[src/rtl/singleton_pkg.sv]
// Shared widths and FSM state type for the singleton serializer.
package singleton_pkg;

  localparam int unsigned GRAPH_BITS   = 128;
  localparam int unsigned INDEX_BITS   = 7;
  localparam int unsigned ORDINAL_BITS = 6;

  typedef enum logic {IDLE, EMIT} stateT;

endpackage

[src/rtl/bit_select_encoder.sv]
// Combinational 128->7 priority encoder: lowest (or highest) set bit plus an exactly-one flag.
module bit_select_encoder
  import singleton_pkg::*;
#(
  parameter bit LOWEST_FIRST = 1'b1
) (
  input  logic [GRAPH_BITS-1:0] vec,
  output logic [INDEX_BITS-1:0] index,
  output logic                  exactlyOne
);

  // Scan toward the preferred end so the last hit is the one that wins.
  always_comb begin
    index = '0;
    if (LOWEST_FIRST) begin
      for (int i = GRAPH_BITS - 1; i >= 0; i--) begin
        if (vec[i]) index = INDEX_BITS'(i);
      end
    end else begin
      for (int i = 0; i < GRAPH_BITS; i++) begin
        if (vec[i]) index = INDEX_BITS'(i);
      end
    end
  end

  assign exactlyOne = ($countones(vec) == 1);

endmodule

[src/rtl/singleton_serializer.sv]
// Serializes a 128-bit singleton mask into one beat per set bit, in index order.
// Define SINGLETON_SERIALIZER_EMPTY_BEAT_EN to emit a marker beat for all-zero masks.
module singleton_serializer
  import singleton_pkg::*;
#(
  parameter bit LOWEST_FIRST = 1'b1
) (
  input  logic                    clk,
  input  logic                    rst,
  input  logic                    inValid,
  output logic                    inReady,
  input  logic [GRAPH_BITS-1:0]   singletonsIn,
  output logic                    outValid,
  input  logic                    outReady,
  output logic [INDEX_BITS-1:0]   outIndex,
  output logic [ORDINAL_BITS-1:0] outOrdinal,
  output logic                    outLast,
  output logic                    outEmpty
);

  stateT                   stateQ, stateD;
  logic [GRAPH_BITS-1:0]   remainingQ, remainingD;
  logic [ORDINAL_BITS-1:0] ordinalQ, ordinalD;
  logic [INDEX_BITS-1:0]   encIndex;
  logic                    encOne;
  logic                    lastBeat;

  bit_select_encoder #(
    .LOWEST_FIRST(LOWEST_FIRST)
  ) u_encoder (
    .vec       (remainingQ),
    .index     (encIndex),
    .exactlyOne(encOne)
  );

`ifdef SINGLETON_SERIALIZER_EMPTY_BEAT_EN
  logic emptyQ, emptyD;

  always_ff @(posedge clk or posedge rst) begin
    if (rst) emptyQ <= 1'b0;
    else     emptyQ <= emptyD;
  end

  // The marker beat has no bits in remaining, so it is last by definition.
  assign lastBeat = encOne || emptyQ;
  assign outEmpty = outValid && emptyQ;
`else
  assign lastBeat = encOne;
  assign outEmpty = 1'b0;
`endif

  always_ff @(posedge clk or posedge rst) begin
    if (rst) begin
      stateQ     <= IDLE;
      remainingQ <= '0;
      ordinalQ   <= '0;
    end else begin
      stateQ     <= stateD;
      remainingQ <= remainingD;
      ordinalQ   <= ordinalD;
    end
  end

  always_comb begin
    stateD     = stateQ;
    remainingD = remainingQ;
    ordinalD   = ordinalQ;
`ifdef SINGLETON_SERIALIZER_EMPTY_BEAT_EN
    emptyD     = emptyQ;
`endif
    unique case (stateQ)
      IDLE: begin
        if (inValid) begin
          if (singletonsIn != '0) begin
            remainingD = singletonsIn;
            ordinalD   = '0;
            stateD     = EMIT;
          end
`ifdef SINGLETON_SERIALIZER_EMPTY_BEAT_EN
          else begin
            remainingD = '0;
            ordinalD   = '0;
            emptyD     = 1'b1;
            stateD     = EMIT;
          end
`endif
        end
      end
      EMIT: begin
        if (outReady) begin
          remainingD[encIndex] = 1'b0;
          ordinalD             = ordinalQ + ORDINAL_BITS'(1);
          if (lastBeat) begin
            stateD = IDLE;
`ifdef SINGLETON_SERIALIZER_EMPTY_BEAT_EN
            emptyD = 1'b0;
`endif
          end
        end
      end
      default: stateD = IDLE;
    endcase
  end

  assign inReady    = (stateQ == IDLE);
  assign outValid   = (stateQ == EMIT);
  assign outIndex   = outValid ? encIndex : '0;
  assign outOrdinal = ordinalQ;
  assign outLast    = outValid && lastBeat;

endmodule

[config.mk]
export PLATFORM = sky130hd
export DESIGN_NAME = singleton_serializer
export DESIGN_NICKNAME = d
export VERILOG_FILES = /design/src/rtl/singleton_pkg.sv /design/src/rtl/bit_select_encoder.sv /design/src/rtl/singleton_serializer.sv
export SDC_FILE = /design/constraint.sdc
export NUM_CORES = 1
export LEC_CHECK = 0
export BUFFER_PORTS_ARGS = -buffer_cell sky130_fd_sc_hd__buf_2
export CORE_ASPECT_RATIO = 1.25
export CORE_MARGIN = 5
export CORE_UTILIZATION = 35
export CTS_BUF_LIST = sky130_fd_sc_hd__clkbuf_16
export CTS_CLUSTER_DIAMETER = 150
export DETAILED_ROUTE_END_ITERATION = 10
export PLACE_DENSITY_LB_ADDON = 0.15
export SLEW_MARGIN = 10
export SYNTH_ARGS = -nofsm -noshare
export SYNTH_HDL_FRONTEND = slang
export SYNTH_HIERARCHICAL = 1
export SYNTH_SLANG_ARGS = --single-unit
[constraint.sdc]
create_clock -name clk -period 10.1 [get_ports clk]
set_clock_uncertainty 0.05 [all_clocks]
set_input_delay 1.515 -clock clk [delete_from_list [all_inputs] [get_ports clk]]
set_output_delay 1.515 -clock clk [all_outputs]
set_load 0.005 [all_outputs]
==> impl_metrics.csv <==
group,metric,value,unit
critical_path,path_class,"reg2out",
global_route,grt_first_pass_wirelength,96800,um
place,place_hpwl,50000,um
logic_synthesis,synth-compound-area-share,0.288,
logic_synthesis,synthAdderAreaFrac,0.184,
sta,tightest_slew,1.33,ns
drt,drc,0,
sta,hold_viol_final,0,
die,dieWidth,191,um
sta,rsz0062_at_grt,"false",
die,num_rows,82,
clock_network,cts_buffers,17,
clock_network,cts_num_sinks,135,
drt,drt-pass1-iter-count,5,
final_layout,area_growth,11.4,%
place,routabilityCongestion,0.978,
drt,vias,13900,
place,placed_area,15300,sq um
critical_path,cp_max_fo,8,
place,io_buffers,147,
flow_run,drv_cap,0,
logic_synthesis,ys_types,60,
global_route,antenna_found_initial,0,
die,core_area,40200,sq um
global_route,grt_pass1_vias,13800,
clock_network,cts_hold_buf,0,
logic_synthesis,syn_nets,1871,
clock_network,cts_buffer_depth,2,
sta,fin_setup_tns,0,ns
logic_synthesis,syn_inst,1598,
logic_synthesis,synth_edf_count,0,
critical_path,worstSetupEndpointType,"output port",
logic_synthesis,avgSynthCellArea,8.93,sq um
global_route,grt-ovfl-total,0,
drt,routedWlPerCell,29.9,um
critical_path,crit_path_start_kind,"flip-flop",
clock_network,cts_resized,0,
global_route,met1_usage,0.373,
global_route,grt_use_met2,0.477,
critical_path,crit_required,8.54,ns
outcome,outcome,"completed",
logic_synthesis,ys_ff_latch,135,
logic_synthesis,yosysTopAreaCellShare,0.237,
sta,finalSetupViolations,0,
clock_network,clk_pin_slew,0.07,ns
clock_network,htreeDepth,4,
logic_synthesis,synth_top_family_by_area,"compound AO/OA/AOI/OAI gates",
final_layout,antenna_cells,0,
global_route,top_usage_layer,"met2",
die,initial_core_util,0.355,
global_route,gr-usage-met3,0.0498,
sta,relSlewSlack,0.111,
sta,max_freq,107,MHz
final_layout,num-nets-final,1943,
clock_network,cts_tree,"yes",
global_route,grt_max_degree,92,
clock_network,post_cts_buffers,0,
drt,ant_nets,0,
drt,wl,66600,um
logic_synthesis,synth_xor_area_frac,0,
logic_synthesis,yosys-top-cells-area,"dfrtp_1 24%, fa_1 16%, a211oi_2 9.6%, and3_1 5.8%, o21ai_0 5.2%",
logic_synthesis,ys_seq_area_frac,0.237,
logic_synthesis,async_flop_share,1.00,
drt,drtIter0Drc,1369,
logic_synthesis,synth_mux_area_frac,0,
min_path,hold_class,"reg2reg",
logic_synthesis,synth-main-ff-cell,"dfrtp_1",
sta,min_period,9.33,ns
final_layout,final_common_cell,"nor2_1",
sta,drv_slew,0,
sta,finalHoldWorstSlack,0.516,ns
final_layout,final_cell_mix,"179 x nor2_1, 161 x inv_1, 149 x o21ai_0, 146 x buf_2, 134 x dfrtp_1",
final_layout,drive_gt1_frac,0.198,
logic_synthesis,synth-simple-area-share,0.199,
drt,viasPerCell,6.26,
logic_synthesis,netlist.top_cell.by_area,"dfrtp_1",
die,io_pins,149,
final_layout,design_area,15900,sq um
logic_synthesis,synth_area,14300,sq um
clock_network,clock_latency,0.46,ns
die,dieArea,44900,sq um
clock_network,cts-root-buf,"clkbuf_16",
critical_path,cp.arrival,7.77,ns
sta,finalCritPeriodShare,0.924,
logic_synthesis,ys_warn_count,6,
global_route,grt_usage,0.291,
die,fp.dieH,236,um
[routing by layer]
| layer | wire length (um) | up-vias |
|---|---|---|
| met5 | 0 | - |
| met2 | 32300 | 587 |
| met3 | 3900 | 102 |
| met1 | 26900 | 7169 |
| met4 | 3470 | 0 |
| li1 | - | 6090 |
[area by class of cell]
type | count | area, sq um
clock buffers | 17 | 425
clock inverters | 14 | 163
fillers | 4189 | 24300
inverters | 163 | 619
multi-input cells | 1171 | 9630
flip-flops and latches | 135 | 3380
well taps | 546 | 683
repair buffers | 182 | 1000
[path summary, 6_finish.rpt]
kind | startpoint | endpoint | slack (ns) | cells past startpoint
worst max-delay path | remainingQ[77] | outLast | 0.77 | 24
max in group asynchronous | rst | outValid | 7.42 | 3
worst min-delay path | outOrdinal[5] | outOrdinal[5] | 0.52 | 2
worst max register to register | remainingQ[77] | outValid | 2.60 | 25
worst min register to register | outOrdinal[5] | outOrdinal[5] | 0.52 | 2
min in group asynchronous | rst | remainingQ[44] | 1.16 | 2
[critical path, stage by stage, from the launching register on]
cell     delay, ns
dfrtp_1       0.49
fa_1          0.54
fa_1          0.50
inv_1         0.05
fa_1          0.47
fa_1          0.51
inv_1         0.06
fa_1          0.54
inv_1         0.06
fa_1          0.48
inv_1         0.05
fa_1          0.49
fa_1          0.53
inv_1         0.05
fa_1          0.49
fa_1          0.40
inv_1         0.07
ha_1          0.15
inv_1         0.06
fa_1          0.47
nand4_1       0.07
or4_1         0.40
nor2_1        0.13
and2_1        0.13
buf_2         0.11
[cells in the mapped netlist (5+ instances only)]
master / number
a2111oi_0: 74
a2111oi_1: 57
a211o_1: 5
a211oi_1: 26
a211oi_2: 110
a21oi_1: 21
and2_1: 12
and3_1: 133
buf_2: 13
buf_4: 13
buf_6: 19
clkbuf_1: 84
dfrtp_1: 135
fa_1: 115
ha_1: 26
inv_1: 162
nand2_1: 30
nand2b_1: 10
nand3_1: 21
nand3b_1: 8
nand4_1: 14
nand4b_1: 6
nor2_1: 179
nor3_1: 23
nor4_1: 68
o21ai_0: 149
o21ai_1: 5
o311ai_0: 5
o31ai_1: 6
or4_1: 9
[flip-flops by register name, summed over array words and instances, names as in the netlist]
signal	flops
remainingQ	128
outOrdinal	6
outValid	1
[kinds of logic (layout without fill, tap and decap cells)]
family                     Yosys count  count (layout)
buffers and inverters              292             376
DFF                                135             135
and+or+nand+nor                    533             533
AOI/OAI and AO/OA                  496             496
other                                1               1
adders and majority gates          141             141
[metrics by stage]
| step | utilization | std cells | worst slack, ns |
|---|---|---|---|
| CTS | 0.395 | 2228 | 0.755 |
| global route | 0.395 | 2228 | 0.361 |
| detailed placement | 0.381 | 2197 | 1.23 |
| global placement | 0.381 | 2197 | 1.32 |
| finish | 0.395 | 2228 | 0.766 |
| floorplan | - | 1598 | 1.70 |
Power is left out: the tool's default activity adds up to more than one toggle a clock period on the data nets, which glitch-free logic cannot reach.
